**config.mk**
```make
export PLATFORM = sky130hd
export DESIGN_NAME = ram_sum_ctrl_flat
export DESIGN_NICKNAME = d
export VERILOG_FILES = /design/src/rtl/ram_sum_ctrl_pkg.sv /design/src/rtl/ram_sum_ctrl_if.sv /design/src/rtl/ram_sum_ctrl_sum_acc.sv /design/src/rtl/ram_sum_ctrl.sv /design/src/flat_wrapper.sv
export SDC_FILE = /design/constraint.sdc
export NUM_CORES = 1
export LEC_CHECK = 0
export ABC_AREA = 1
export CAP_MARGIN = 15
export CORE_MARGIN = 8
export CORE_UTILIZATION = 54
export CTS_CLUSTER_DIAMETER = 60
export DETAILED_ROUTE_END_ITERATION = 7
export GPL_ROUTABILITY_DRIVEN = 0
export PLACE_DENSITY = 0.83
export RECOVER_POWER = 25
export SLEW_MARGIN = 20
export SYNTH_ARGS = -nofsm -noshare
export SYNTH_HDL_FRONTEND = slang
export SYNTH_SLANG_ARGS = --single-unit
```
**constraint.sdc**
```tcl
create_clock -name clk -period 2.7 [get_ports clk]
set_clock_uncertainty 0.2 [all_clocks]
set_input_delay 0.81 -clock clk [delete_from_list [all_inputs] [get_ports clk]]
set_output_delay 0.81 -clock clk [all_outputs]
set_load 0.01 [all_outputs]
```
**src/rtl/ram_sum_ctrl_pkg.sv**
```systemverilog
// Shared types and constants for the RAM block summing controller.
// Imported by the interface, the accumulator and the top controller.
package ram_sum_ctrl_pkg;

    localparam int unsigned DEF_WIDTH = 32;

    typedef enum logic [1:0] {
        IDLE = 2'd0,
        RUN  = 2'd1,
        DONE = 2'd2
    } state_e;

endpackage

```
**src/rtl/ram_sum_ctrl_if.sv**
```systemverilog
// Request, result and RAM port bundle of the summing controller.
// master drives requests and RAM data; slave is the controller itself.
interface ram_sum_ctrl_if #(
    parameter int unsigned WIDTH = 32
);
    logic             start;
    logic [WIDTH-1:0] base_addr;
    logic [WIDTH-1:0] count;
    logic [WIDTH-1:0] ram_addr;
    logic [WIDTH-1:0] ram_data;
    logic             busy;
    logic             done;
    logic [WIDTH-1:0] sum;
    logic [WIDTH-1:0] max_val;
    logic             ovf;

    modport master (
        output start, base_addr, count, ram_data,
        input  ram_addr, busy, done, sum, max_val, ovf
    );

    modport slave (
        input  start, base_addr, count, ram_data,
        output ram_addr, busy, done, sum, max_val, ovf
    );
endinterface

```
**src/rtl/ram_sum_ctrl_sum_acc.sv**
```systemverilog
// Registered accumulator: modular sum, sticky carry and running maximum.
// clear wins over enable so a new run always starts from zero.
module ram_sum_ctrl_sum_acc
    import ram_sum_ctrl_pkg::*;
#(
    parameter int unsigned WIDTH = DEF_WIDTH
) (
    input  logic             clk,
    input  logic             rst_n,
    input  logic             clear_i,
    input  logic             enable_i,
    input  logic [WIDTH-1:0] data_i,
    output logic [WIDTH-1:0] sum_o,
    output logic [WIDTH-1:0] max_o,
    output logic             ovf_o
);
    logic [WIDTH-1:0] sum_q, sum_d;
    logic [WIDTH-1:0] max_q, max_d;
    logic             ovf_q, ovf_d;
    logic [WIDTH:0]   add_w;

    assign add_w = {1'b0, sum_q} + {1'b0, data_i};

    // Next accumulator values: clear, accumulate one word, or hold.
    always_comb begin
        sum_d = sum_q;
        max_d = max_q;
        ovf_d = ovf_q;
        if (clear_i) begin
            sum_d = '0;
            max_d = '0;
            ovf_d = 1'b0;
        end else if (enable_i) begin
            sum_d = add_w[WIDTH-1:0];
            ovf_d = ovf_q | add_w[WIDTH];
            if (data_i > max_q) begin
                max_d = data_i;
            end
        end
    end

    // Accumulator registers.
    always_ff @(posedge clk or negedge rst_n) begin
        if (!rst_n) begin
            sum_q <= '0;
            max_q <= '0;
            ovf_q <= 1'b0;
        end else begin
            sum_q <= sum_d;
            max_q <= max_d;
            ovf_q <= ovf_d;
        end
    end

    assign sum_o = sum_q;
    assign max_o = max_q;
    assign ovf_o = ovf_q;
endmodule

```
**src/rtl/ram_sum_ctrl.sv**
```systemverilog
// Walks count words from base_addr through a combinational RAM,
// accumulating sum and maximum, then pulses done for one cycle.
module ram_sum_ctrl
    import ram_sum_ctrl_pkg::*;
#(
    parameter int unsigned WIDTH = DEF_WIDTH
) (
    input  logic          clk,
    input  logic          rst_n,
    ram_sum_ctrl_if.slave bus
);
    state_e           state_q, state_d;
    logic [WIDTH-1:0] ptr_q, ptr_d;
    logic [WIDTH-1:0] rem_q, rem_d;
    logic             acc_clear;
    logic             acc_en;

    // Next state, pointer and remaining-word counter.
    always_comb begin
        state_d   = state_q;
        ptr_d     = ptr_q;
        rem_d     = rem_q;
        acc_clear = 1'b0;
        acc_en    = 1'b0;
        unique case (state_q)
            IDLE: begin
                if (bus.start) begin
                    acc_clear = 1'b1;
                    ptr_d     = bus.base_addr;
                    rem_d     = bus.count;
                    state_d   = (bus.count != '0) ? RUN : DONE;
                end
            end
            RUN: begin
                acc_en = 1'b1;
                ptr_d  = ptr_q + WIDTH'(1);
                rem_d  = rem_q - WIDTH'(1);
                if (rem_q == WIDTH'(1)) begin
                    state_d = DONE;
                end
            end
            DONE: begin
                state_d = IDLE;
            end
            default: begin
                state_d = IDLE;
            end
        endcase
    end

    // State, pointer and counter registers.
    always_ff @(posedge clk or negedge rst_n) begin
        if (!rst_n) begin
            state_q <= IDLE;
            ptr_q   <= '0;
            rem_q   <= '0;
        end else begin
            state_q <= state_d;
            ptr_q   <= ptr_d;
            rem_q   <= rem_d;
        end
    end

    ram_sum_ctrl_sum_acc #(
        .WIDTH (WIDTH)
    ) u_acc (
        .clk      (clk),
        .rst_n    (rst_n),
        .clear_i  (acc_clear),
        .enable_i (acc_en),
        .data_i   (bus.ram_data),
        .sum_o    (bus.sum),
        .max_o    (bus.max_val),
        .ovf_o    (bus.ovf)
    );

    assign bus.ram_addr = ptr_q;
    assign bus.busy     = (state_q == RUN);
    assign bus.done     = (state_q == DONE);
endmodule

```
**src/flat_wrapper.sv**
```systemverilog
// flat-port wrapper written by rule: the top's interface ports become plain ports
module ram_sum_ctrl_flat import ram_sum_ctrl_pkg::*;
#(
    parameter int unsigned WIDTH = DEF_WIDTH
)
  (clk, rst_n, bus_start, bus_base_addr, bus_count, bus_ram_data, bus_ram_addr, bus_busy, bus_done, bus_sum, bus_max_val, bus_ovf);
  ram_sum_ctrl_if #(.WIDTH(WIDTH)) bus_i ();
  input  logic clk;
  input  logic rst_n;
  input wire logic [$bits(bus_i.start)-1:0] bus_start;
  input wire logic [$bits(bus_i.base_addr)-1:0] bus_base_addr;
  input wire logic [$bits(bus_i.count)-1:0] bus_count;
  input wire logic [$bits(bus_i.ram_data)-1:0] bus_ram_data;
  output wire logic [$bits(bus_i.ram_addr)-1:0] bus_ram_addr;
  output wire logic [$bits(bus_i.busy)-1:0] bus_busy;
  output wire logic [$bits(bus_i.done)-1:0] bus_done;
  output wire logic [$bits(bus_i.sum)-1:0] bus_sum;
  output wire logic [$bits(bus_i.max_val)-1:0] bus_max_val;
  output wire logic [$bits(bus_i.ovf)-1:0] bus_ovf;
  assign bus_i.start = bus_start;
  assign bus_i.base_addr = bus_base_addr;
  assign bus_i.count = bus_count;
  assign bus_i.ram_data = bus_ram_data;
  assign bus_ram_addr = bus_i.ram_addr;
  assign bus_busy = bus_i.busy;
  assign bus_done = bus_i.done;
  assign bus_sum = bus_i.sum;
  assign bus_max_val = bus_i.max_val;
  assign bus_ovf = bus_i.ovf;
  ram_sum_ctrl #(.WIDTH(WIDTH)) u_core (.clk(clk), .rst_n(rst_n), .bus(bus_i));
endmodule
```
Word-level counts from Yosys, hierarchy flattened
Index checks and enable logic that the tools add are counted.

Logic and storage cells: 42. Input bits: 99. Flip-flop bits (word level): 131.

Eq/ne operators: 5. Add/subtract/negate cells: 3. Magnitude comparators: 1. Reductions and logical operators: 8. Muxes and demuxes: 18. Bitwise logic cells: 1.

Operators with widths (number): 32-bit 2-to-1 mux (7); 32-bit one-hot mux with 2 select lines (2); 32-bit by 32-bit adder with 33-bit output (1); 32-bit by 1-bit adder with 32-bit output, second input constant (1); 32-bit by 1-bit equality test with 1-bit output, second input constant (1); 32-bit > comparator (1); 32-bit nonzero test (1); 32-bit by 1-bit subtractor with 32-bit output, second input constant (1); 2-bit 2-to-1 mux (3); 2-bit AND reduction (3); 2-bit nonzero test (3); 1-bit 2-to-1 mux (5); 2-bit one-hot mux with 2 select lines (1); 2-bit by 1-bit equality test with 1-bit output, second input constant (1); 2-bit equality test, second input constant (1); 2-bit zero test (1); 2-bit by 1-bit != test with 1-bit output, second input constant (1); 2-bit != test, second input constant (1); 1-bit OR (1).

Logic depth before layout (Yosys ltp)
Gate-level depths: netlist of run 1.

Depth in word-level cells: 4. Depth in mapped cells: 17.

Modules after synthesis
Synthesis of run 1 repeated with hierarchy kept, for this count alone.

Cell total of the unflattened synthesis: 1642. Area total of the unflattened synthesis: 10762.8 um^2.

By module, submodules not included: ram_sum_ctrl_sum_acc (seq. area each 1626.6 um^2, area each 5728.0 um^2, instances 1, cells each 830); ram_sum_ctrl (seq. area each 1651.6 um^2, area each 5034.8 um^2, instances 1, cells each 812).

Least setup slack after synthesis of run 1
OpenSTA, ideal clock, no wires.

Path kind: input port to flip-flop. Start point: input bus_ram_data[0]. End point: register u_core.u_acc.sum_q[22] (netlist: u_core.u_acc.sum_o[22]). Library setup time: 0.117 ns. Path slack: 0.216 ns. Arrival time: 2.166 ns. Required time: 2.383 ns. Buffers on the path: 0. Stages on the path: 13. Cell sequence: ha_1 inv_1 fa_1 o21ai_2 nand2_1 nand2_1 nand2_1 nand2_1 nand2_1 nand2_1 nand2_1 nand3_1 nand2_1.

Word-level cells in the longest chain between the ends: 3.

Ends and longest elaborated chain: from (decl) (RTL line flat_wrapper.sv:13) `input wire logic [$bits(bus_i.ram_data)-1:0] bus_ram_data;`; 32-bit by 32-bit adder with 33-bit output (RTL line ram_sum_ctrl_sum_acc.sv:22) `assign add_w = {1'b0, sum_q} + {1'b0, data_i};`; 32-bit 2-to-1 mux (RTL line ram_sum_ctrl_sum_acc.sv:33) `end else if (enable_i) begin`; 32-bit 2-to-1 mux (RTL line ram_sum_ctrl_sum_acc.sv:29) `if (clear_i) begin`; to (signal assigned) (RTL line ram_sum_ctrl_sum_acc.sv:49) `sum_q <= sum_d;`; to (decl) (RTL line ram_sum_ctrl_sum_acc.sv:17) `logic [WIDTH-1:0] sum_q, sum_d;`.

No other way between the ends. The select of a mux whose other input is x is not followed. A chain may end at the register's enable or synchronous reset.

Worst setup path after layout of run 1
Start point: input bus_ram_data[23]. End point: register u_core.u_acc.max_q[4] (netlist: u_core.u_acc.max_o[4]).

Word-level cells in the longest chain between the ends: 3.

Ends and longest elaborated chain: 32-bit > comparator (RTL line ram_sum_ctrl_sum_acc.sv:36) `if (data_i > max_q) begin`; 2-bit nonzero test (no source line); 2-bit AND reduction (no source line); to (signal assigned) (RTL line ram_sum_ctrl_sum_acc.sv:50) `max_q <= max_d;`; to (decl) (RTL line ram_sum_ctrl_sum_acc.sv:18) `logic [WIDTH-1:0] max_q, max_d;`.

No other way between the ends.

==> qor.csv, run 1 <==
metric,value,unit
layout-drive-gt1-share,0.130,
cts_tree,yes,
worstSetupPathType,input port to register,
drtAntennaViolNets,0,
cts_root_buffer,clkbuf_16,
die_area,23700,um^2
finalCritPeriodShare,0.987,
wl_per_cell,17.2,um
syn_area,10300,um^2
crit_path_start_kind,input port,
hp-class,register to register,
power,15.7,mW
yosys.area.top_type,dfrtp_1,
p_comb_frac,0.595,
internal_power,8.42,mW
htreeDepth,4,
reg2regPathDepth,13,
grt_use_total,0.283,
dpl.hpwl,25400,um
numCtsBuffers,17,
dr.pass1.iters,6,
hold_end,u_core.u_acc.max_o[25],
tns,0,ns
grt_max_degree,83,
crit_chain,clkdlybuf4s50_1 > ha_1 > nand2_1 > nor2_1 > nand2_1 > nand3_1 > a21oi_1 > buf_4 > nand2_2 > nand2_2 > buf_12 > nand3_1 > nand2_1,
die_w,154,um
start_util,0.549,
synth_area_per_cell,6.67,um^2
antenna_found_initial,0,
grt_pass1_vias,11504,
drt_first_iter_violations,1242,
maxSlewHeadroom,0.320,
synthDistinctLibCells,50,
worst-path-buf-inv,3,
grt_pass1_wl,55700,um
grt_overflow,0,
ir_worst_vdd,0.000585,V
post-route-drc-count,0,
p_leak,6.76,nW
ys_seq_elements,131,
vias_per_cell,5.74,
worst_slew_pin_slew,1.02,ns
cp.required,2.81,ns
switchingPower,7.23,mW
diodes,0,
nets,1972,
synth_most_common_cell,nand2_1,
critPathSlowestCell,clkdlybuf4s50_1,
cp_data_arrival_time,2.78,ns
synth_warnings,0,
critPathTopFamily,simple AND/OR/NAND/NOR gates,
hp-start,u_core.u_acc.max_o[25],
ys_async_sr_fraction,1.00,
rsz0062_at_grt,yes,
syn_nets,1708,
clkPwrFrac,0.143,
synthToLayoutAreaGrowth,36.3,%
nFillCells,1409,
power_density,1120,nW/um^2
worstSkewPairLatency,0.43,ns
setup_violations,0,
pwr-share-seq,0.261,
max_freq,375,MHz
hold_viol,0,
hold_depth,2,
synth.top_cells.by_area,"dfrtp_1 32%, nand2_1 17%, ha_1 8.2%",
endpoint_kind,register,
layout_min_cycle_time,2.67,ns
routed-via-count,11773,
critPathMaxStageDelay,0.43,ns
crit_top_cell,nand2_1,
port_buffers,197,
r2r_start,u_core.u_acc.max_o[23],
ios,198,
synth_common_cells,"474 x nand2_1, 198 x inv_1, 141 x nand3_1",
num_rows,50,
swShare,0.462,
ys_seq_area_frac,0.319,
r2r-end,u_core.u_acc.max_o[4],
rrSetupSlack,0.45,ns
synth-main-ff-cell,dfrtp_1,
yosysTopAreaCellShare,0.319,
clock-sinks,131,
fp.dieH,154,um
maxCapViolCount,0,
clockBufferDepth,2,
drv_slew,0,
synthCells,1541,
clk_pin_slew_worst_paths,0.06,ns
status,"complete, no violations",
core-area,18700,um^2
postCtsHoldBufs,0,
worstPathMaxFanout,16,
synth-edff-count,0,
routed_wl,35200,um
[placed cells by master (no fill, tap or decap), drive strengths merged, types with 6 or more instances in the layout]
master	Yosys	routed
a21oi	77	77
buf	31	89
clkbuf	11	19
clkdlybuf4s50	0	188
clkinvlp	0	6
dfrtp	131	131
dlymetal6s2s	0	8
ha	67	67
inv	210	213
nand2	480	480
nand3	146	146
nand4	19	19
nor2	156	156
nor3	31	31
o211ai	22	22
o21ai	90	90
o221ai	10	10
o22ai	9	9
or2	6	6
xor2	16	16
[cell type report]
class	count	area, um^2	area share
clock buffers	17	425	0.0304
clock inverters	15	134	0.00956
well taps	234	293	0.0209
inverters	210	788	0.0563
repair buffers	287	2750	0.196
multi-input cells	1158	6340	0.453
flip-flops and latches	131	3280	0.234
[layer usage]
| metal | part of all wire | routed length, um | track usage |
|---|---|---|---|
| met5 | 0 | 0 | 0 |
| met4 | 0.037 | 1290 | 0.109 |
| met3 | 0.085 | 2990 | 0.0569 |
| met2 | 0.48 | 16800 | 0.481 |
| met1 | 0.40 | 14100 | 0.349 |
[sequential cells by signal (all words and copies together), names as in the netlist]
register and cells:
u_core.state_q 2, u_core.u_acc.ovf_o 1, u_core.bus.ram_addr 32, u_core.rem_q 32, u_core.u_acc.max_o 32, u_core.u_acc.sum_o 32
[worst max-delay path by stage]
stage | cells past startpoint | startpoint | end
floorplan | 13 | bus_ram_data[0] | u_core.u_acc.sum_o[22]
global placement | 14 | bus_ram_data[0] | u_core.u_acc.sum_o[30]
CTS | 13 | bus_ram_data[2] | u_core.u_acc.sum_o[27]
finish | 13 | bus_ram_data[23] | u_core.u_acc.max_o[4]
detailed placement | 14 | bus_ram_data[0] | u_core.u_acc.sum_o[22]
global route | 11 | bus_ram_data[16] | u_core.u_acc.sum_o[17]
[stage by stage]
step	hold slack, ns	setup WS, ns	instances	instance area [um^2]	util
2_1_floorplan	0.288	0.216	1541	10300	-
3_3_place_gp	0.292	-0.464	2020	13100	0.701
3_5_place_dp	0.297	-0.489	2020	13100	0.701
4_1_cts	0.0958	0.00240	2052	13700	0.732
5_1_grt	0.353	-0.149	2052	14000	0.749
6_report	0.327	0.0340	2052	14000	0.749
[repair_timing]
item,4_1_cts,5_1_grt
endpoints found under the setup margin,6,56
resized for setup,4,66
setup buffers,0,0
pin swaps,1,3
[power by group through the flow]
stage	registers, mW	logic, mW	clock network [mW]
2_1_floorplan	4.07	4.63	0
3_3_place_gp	3.97	8.34	0
3_5_place_dp	3.99	8.64	0
4_1_cts	3.98	8.76	2.25
5_1_grt	4.21	10.2	2.34
6_report	4.09	9.32	2.24
[worst register-to-register path, stage by stage (launching register included)]
cell,delay [ns]
dfrtp_1,0.36
inv_1,0.05
ha_1,0.29
nand2_1,0.08
nor2_1,0.21
nand2_1,0.11
nand3_1,0.10
a21oi_1,0.07
buf_4,0.14
nand2_2,0.09
nand2_2,0.10
buf_12,0.17
nand3_1,0.10
nand2_1,0.07
[cell families after synthesis]
| family | after synthesis | share of synthesized area |
|---|---|---|
| simple gates | 846 | 0.357 |
| fa+ha+maj | 68 | 0.0836 |
| xor+xnor | 19 | 0.0162 |
| compound gates | 225 | 0.127 |
| buf+inv | 252 | 0.0971 |
| flops | 131 | 0.319 |
Power figures use the tool's default switching activity.
==> run 2: changes to the inputs <==
Settings changed: REMOVE_ABC_BUFFERS from default to 1.
==> run 2 against run 1 <==
  * The run now ends with setup timing left
  * Routed wire length up 1.8%
  * Sequential share of layout area is 0.11 points lower
  * Via count increased by 0.48%
==> qor.csv, run 2 (synthesis gave the netlist of run 1 again) <==
metric,value,unit,change
status,"finished, violations left",,
violations,setup timing,,
antenna_found_initial,1,,+1
final_util,0.752,,+0.00368
clk_pin_slew_worst_paths,0.06,ns,about the same
rsz0062_at_grt,yes,,
routed-via-count,11830,,+0.48%
endpoint_kind,register,,
critPathMaxStageDelay,0.46,ns,+0.03 ns
grt_use_total,0.294,,+0.0104
ios,198,,unchanged
vias_per_cell,5.79,,+0.98%
cts_tree,yes,,
switchingPower,7.19,mW,-0.46%
grt_pass1_vias,11852,,+3.0%
htreeDepth,4,,unchanged
crit_chain,clkdlybuf4s50_1 > buf_4 > ha_4 > nand2_1 > inv_1 > nand2_1 > nor3_1 > nand2_1 > nand2_1 > nand2_1 > nand2_1 > nand2_1 > nand3_1 > nand2_1,,
nets,1962,,-0.51%
tns,-0.0449,ns,-0.0449 ns
swShare,0.452,,-0.0101
worstPathMaxFanout,6,,-10
hold_viol,0,,unchanged
num_rows,50,,unchanged
layout_min_cycle_time,2.74,ns,+0.0789 ns
grt_pass1_wl,57100,um,+2.5%
internal_power,8.73,mW,+3.7%
power_density,1130,nW/um^2,+1.3%
layout-drive-gt1-share,0.125,,-0.00530
pwr-share-seq,0.255,,-0.006
final_cell_mix,"465 x nand2_1, 196 x inv_1, 181 x clkdlybuf4s50_1",,
worstSkewPairLatency,0.43,ns,about the same
hp-class,register to register,,
rrSetupSlack,0.39,ns,-0.06 ns
cp.required,2.82,ns,about the same
clockBufferDepth,2,,unchanged
hold_depth,2,,unchanged
setup_slack,-0.0449,ns,-0.0789 ns
cts_root_buffer,clkbuf_16,,
worstSetupPathType,input port to register,,
port_buffers,197,,unchanged
fp.dieH,154,um,unchanged
post-route-drc-count,0,,unchanged
postPlaceCellArea,13100,um^2,-0.40%
ir_worst_vdd,0.000758,V,+30%
numCtsBuffers,17,,unchanged
setup_violations,1,,+1
p_comb_frac,0.584,,-0.011
start_util,0.549,,unchanged
drt_first_iter_violations,872,,-30%
core-area,18700,um^2,unchanged
grt_max_degree,61,,-27%
cp_data_arrival_time,2.86,ns,+0.08 ns
drv_slew,0,,unchanged
die_w,154,um,unchanged
clkPwrFrac,0.161,,+0.018
drtAntennaViolNets,0,,unchanged
place_ws,-0.560,ns,-0.0708 ns
maxCapViolCount,0,,unchanged
synthToLayoutAreaGrowth,37.0,%,
hold_ws,0.329,ns,+0.00153 ns
routed_wl,35900,um,+1.8%
final_common_cell,nand2_1,,
postCtsHoldBufs,0,,unchanged
max_freq,364,MHz,-2.9%
p_leak,6.81,nW,+0.72%
critPathSlowestCell,clkdlybuf4s50_1,,
clock-sinks,131,,unchanged
reg2regPathDepth,12,,-1
crit_path_start_kind,input port,,
wl_per_cell,17.6,um,+2.3%
maxSlewHeadroom,0.209,,-0.111
crit_top_cell,nand2_1,,
worst_slew_pin_slew,1.19,ns,+0.167 ns
stdcell_area,14100,um^2,+0.49%
dr.pass1.iters,5,,-1
die_area,23700,um^2,unchanged
grt_overflow,0,,unchanged
finalCritPeriodShare,1.02,,+0.0292
dpl.hpwl,25400,um,about the same
## run 2: cell types whose count changed in the layout (fill, tap and decap cells not counted), sizes merged, moves of 3 or more
cell,previous run,this run
buf,89,78
clkbuf,19,26
clkdlybuf4s50,188,181
clkinvlp,6,1
dlymetal6s2s,8,14
bufinv,1,4
inv,213,210
## run 2: repair_timing
action | in CTS | in global routing
buffers inserted | 1 | 1
gates resized for setup | 5 | 76
endpoints found under the setup margin | 9 | 54
hold endpoints to repair | 0 | 0
gates cloned | 0 | 0
pin swaps | 1 | 4
## run 2: cell type report
class,instances,area (um^2)
clock buffers,23,478
clock inverters,8,150
multi-input cells,1158,6360
inverters,210,788
fillers,1411,4630
well taps,234,293
repair buffers,277,2720
diodes,1,2.50
flip-flops and latches,131,3280
## run 2: worst max-delay path: cells and delay by family
kind | cells | cell delay, ns
buf+inv | 3 | 0.72
simple gates | 10 | 1.02
fa+ha+maj | 1 | 0.31
## run 2: stage by stage
stage	cells	power [mW]
2_1_floorplan	1499	8.60
3_3_place_gp	2008	12.3
3_5_place_dp	2008	12.6
4_1_cts	2040	15.2
5_1_grt	2042	17.1
6_report	2042	15.9
## run 2: final timing paths
path                                              from                     end
worst max-delay path                   bus_ram_data[7]  u_core.u_acc.sum_o[23]
worst min-delay path            u_core.u_acc.max_o[22]  u_core.u_acc.max_o[22]
worst max register to register  u_core.u_acc.sum_o[11]  u_core.u_acc.sum_o[21]
worst min register to register  u_core.u_acc.max_o[22]  u_core.u_acc.max_o[22]
max in group asynchronous                        rst_n  u_core.u_acc.sum_o[31]
min in group asynchronous                        rst_n        u_core.rem_q[16]
## run 2: power by group through the flow
| stage | logic (mW) | clock network [mW] | registers, mW |
|---|---|---|---|
| after floorplan | 4.54 | 0 | 4.07 |
| after global placement | 8.33 | 0 | 3.93 |
| after detailed placement | 8.60 | 0 | 3.96 |
| after CTS | 8.75 | 2.55 | 3.95 |
| after global routing | 10.2 | 2.66 | 4.19 |
| final | 9.31 | 2.56 | 4.06 |
## run 2: per-layer routing
metal | global-route usage | share of wire | vias to the layer above | routed length, um
li1 | - | - | 5539 | -
met4 | 0.152 | 0.045 | 0 | 1620
met3 | 0.0625 | 0.079 | 125 | 2840
met5 | 0 | 0 | - | 0
met1 | 0.332 | 0.39 | 5560 | 14000
met2 | 0.515 | 0.49 | 606 | 17400
==> variant, RTL diff (flow settings as in run 1) <==
Change the package constant `DEF_WIDTH` from 32 to 48.
--- a/src/rtl/ram_sum_ctrl_pkg.sv
+++ b/src/rtl/ram_sum_ctrl_pkg.sv
@@ -3,5 +3,5 @@
 package ram_sum_ctrl_pkg;
 
-    localparam int unsigned DEF_WIDTH = 32;
+    localparam int unsigned DEF_WIDTH = 48;
 
     typedef enum logic [1:0] {
Ports: changed (6 resized); port bits go from 198 to 294. The function was not compared with the original's and may differ.
==> variant against run 1 <==
Non-clock buffer count rose by 156. Highest routed layer unchanged. Routed wire length increased by 69%. Worst setup slack worse by 0.030 ns. Combinational power grew 58%. Register-to-register slack got worse by 0.37 ns. Total power up 49%. Area after synthesis is 59% higher. Cell area up 55%. Sequential cell count is 64 higher. First-iteration DRC count rose by 56%. Final cell count increased by 64%.
==> variant: results (changes against run 1) <==
Setup path
  – Max FO, Critical Path: 33 (+17)
  – Slowest cell on the critical path: ha_1
  – CP top delay family: buffers and inverters
  – Critical Path AT: 2.83 ns (+0.05 ns)
  – CP max stage delay: 0.34 ns (-0.09 ns)

Finish
  – Clock tree cell share of total cell area: 0.02799 (-0.01195)
  – Multi-input combinational area share: 0.4703 (+0.01777)
  – Clock buf count: 19 (+2)
  – Flip-flop and latch area: 4880 um^2 (+49%)
  – Filler cells: 2369 (+68%)
  – Non-CTS buffers: 443 (+54%)
  – Layout cells sized above 1: 0.1086 (-0.02120)
  – Area growth syn-to-layout: 33.05%
  – Nets: 3217 (+63%)
  – Count of non-CTS inverters in the layout: 364 (+73%)
  – Seq_cells: 195 (+49%)

Global routing
  – M1 GR Usage: 0.3693 (+0.02024)
  – Global-route met2 utilization: 0.5398 (+0.05835)
  – GRT met3 Usage: 0.05584 (-0.001054)
  – Largest net degree at the start of global routing: 99 (+19%)
  – Global Route Usage Sum: 0.3183 (+0.03487)

Status
  – Status: completed

Drt
  – DRT iter0 DRCs: 1935 (+56%)
  – Routed WL: 59.34 mm (+69%)
  – Vias per inst: 5.718 (-0.33%)
  – Met2 routed WL: 28.14 mm (+67%)
  – Via count: 19288 (+64%)
  – Routed met3 length: 5.145 mm (+72%)

Yosys
  – Register area share after synthesis: 0.2994 (-0.01971)
  – Post-synth top cells: nand2_1 (867), inv_1 (355), nor2_1 (294)
  – Ranking of synthesized cells by area: dfrtp_1 (30%), nand2_1 (20%), inv_1 (8.2%)
  – Synthesized net count: 2821 (+65%)
  – Synth top area share: 0.2994 (-0.01971)
  – Post-synthesis cell type count: 48 (-4.0%)
  – Post-Synthesis Cells: 2574 (+67%)

Floorplanning
  – Core area: 29720 um^2 (+59%)

Placed design
  – DP Cell Count: 3331 (+65%)
  – Port buffer count: 293 (+49%)
  – Placed cell area: 20610 um^2 (+57%)
  – Pre-CTS WS: -0.6088 ns (-0.1198 ns)

Worst hold path
  – HP Class: in2async

Power
  – Combinational share of power: 0.629 (+0.034)
  – Peak supply drop: 0.5676 mV (-3.0%)
  – Clock network power share: 0.117 (-0.026)

Clocking
  – Clk slew on worst S/H paths: 0.09 ns (+0.03 ns)
  – Clock insertion delay at the later pin of the skew report: 0.46 ns (+0.03 ns)

STA
  – Fin crit period: 2.696 ns (+0.02969 ns)
  – Relative slew slack: 0.2603 (-0.06003)
[variant: final timing paths]
kind | start | endpoint | cells after the start
max | bus_ram_data[2] | u_core.u_acc.max_o[21] | 14
min | rst_n | u_core.u_acc.max_o[12] | 1
max reg2reg | u_core.u_acc.max_o[19] | u_core.u_acc.max_o[21] | 16
min reg2reg | u_core.u_acc.sum_o[45] | u_core.u_acc.sum_o[45] | 2
max in group asynchronous | rst_n | u_core.u_acc.sum_o[40] | 2
min in group clk | u_core.u_acc.sum_o[45] | u_core.u_acc.sum_o[45] | 2
[variant: cell families after synthesis]
group / share of synthesized area
compound gates: 0.09659
buf+inv: 0.1038
simple gates: 0.4025
fa+ha+maj: 0.07724
flops: 0.2994
xor+xnor: 0.02042
[variant: what timing repair did]
action / CTS / global route
buffers inserted: 6 / 2
pin swaps: 23 / 28
endpoints found under the hold margin: 0 / 0
gates resized for setup: 74 / 80
setup endpoints to repair: 77 / 74
cloned: 3 / 0
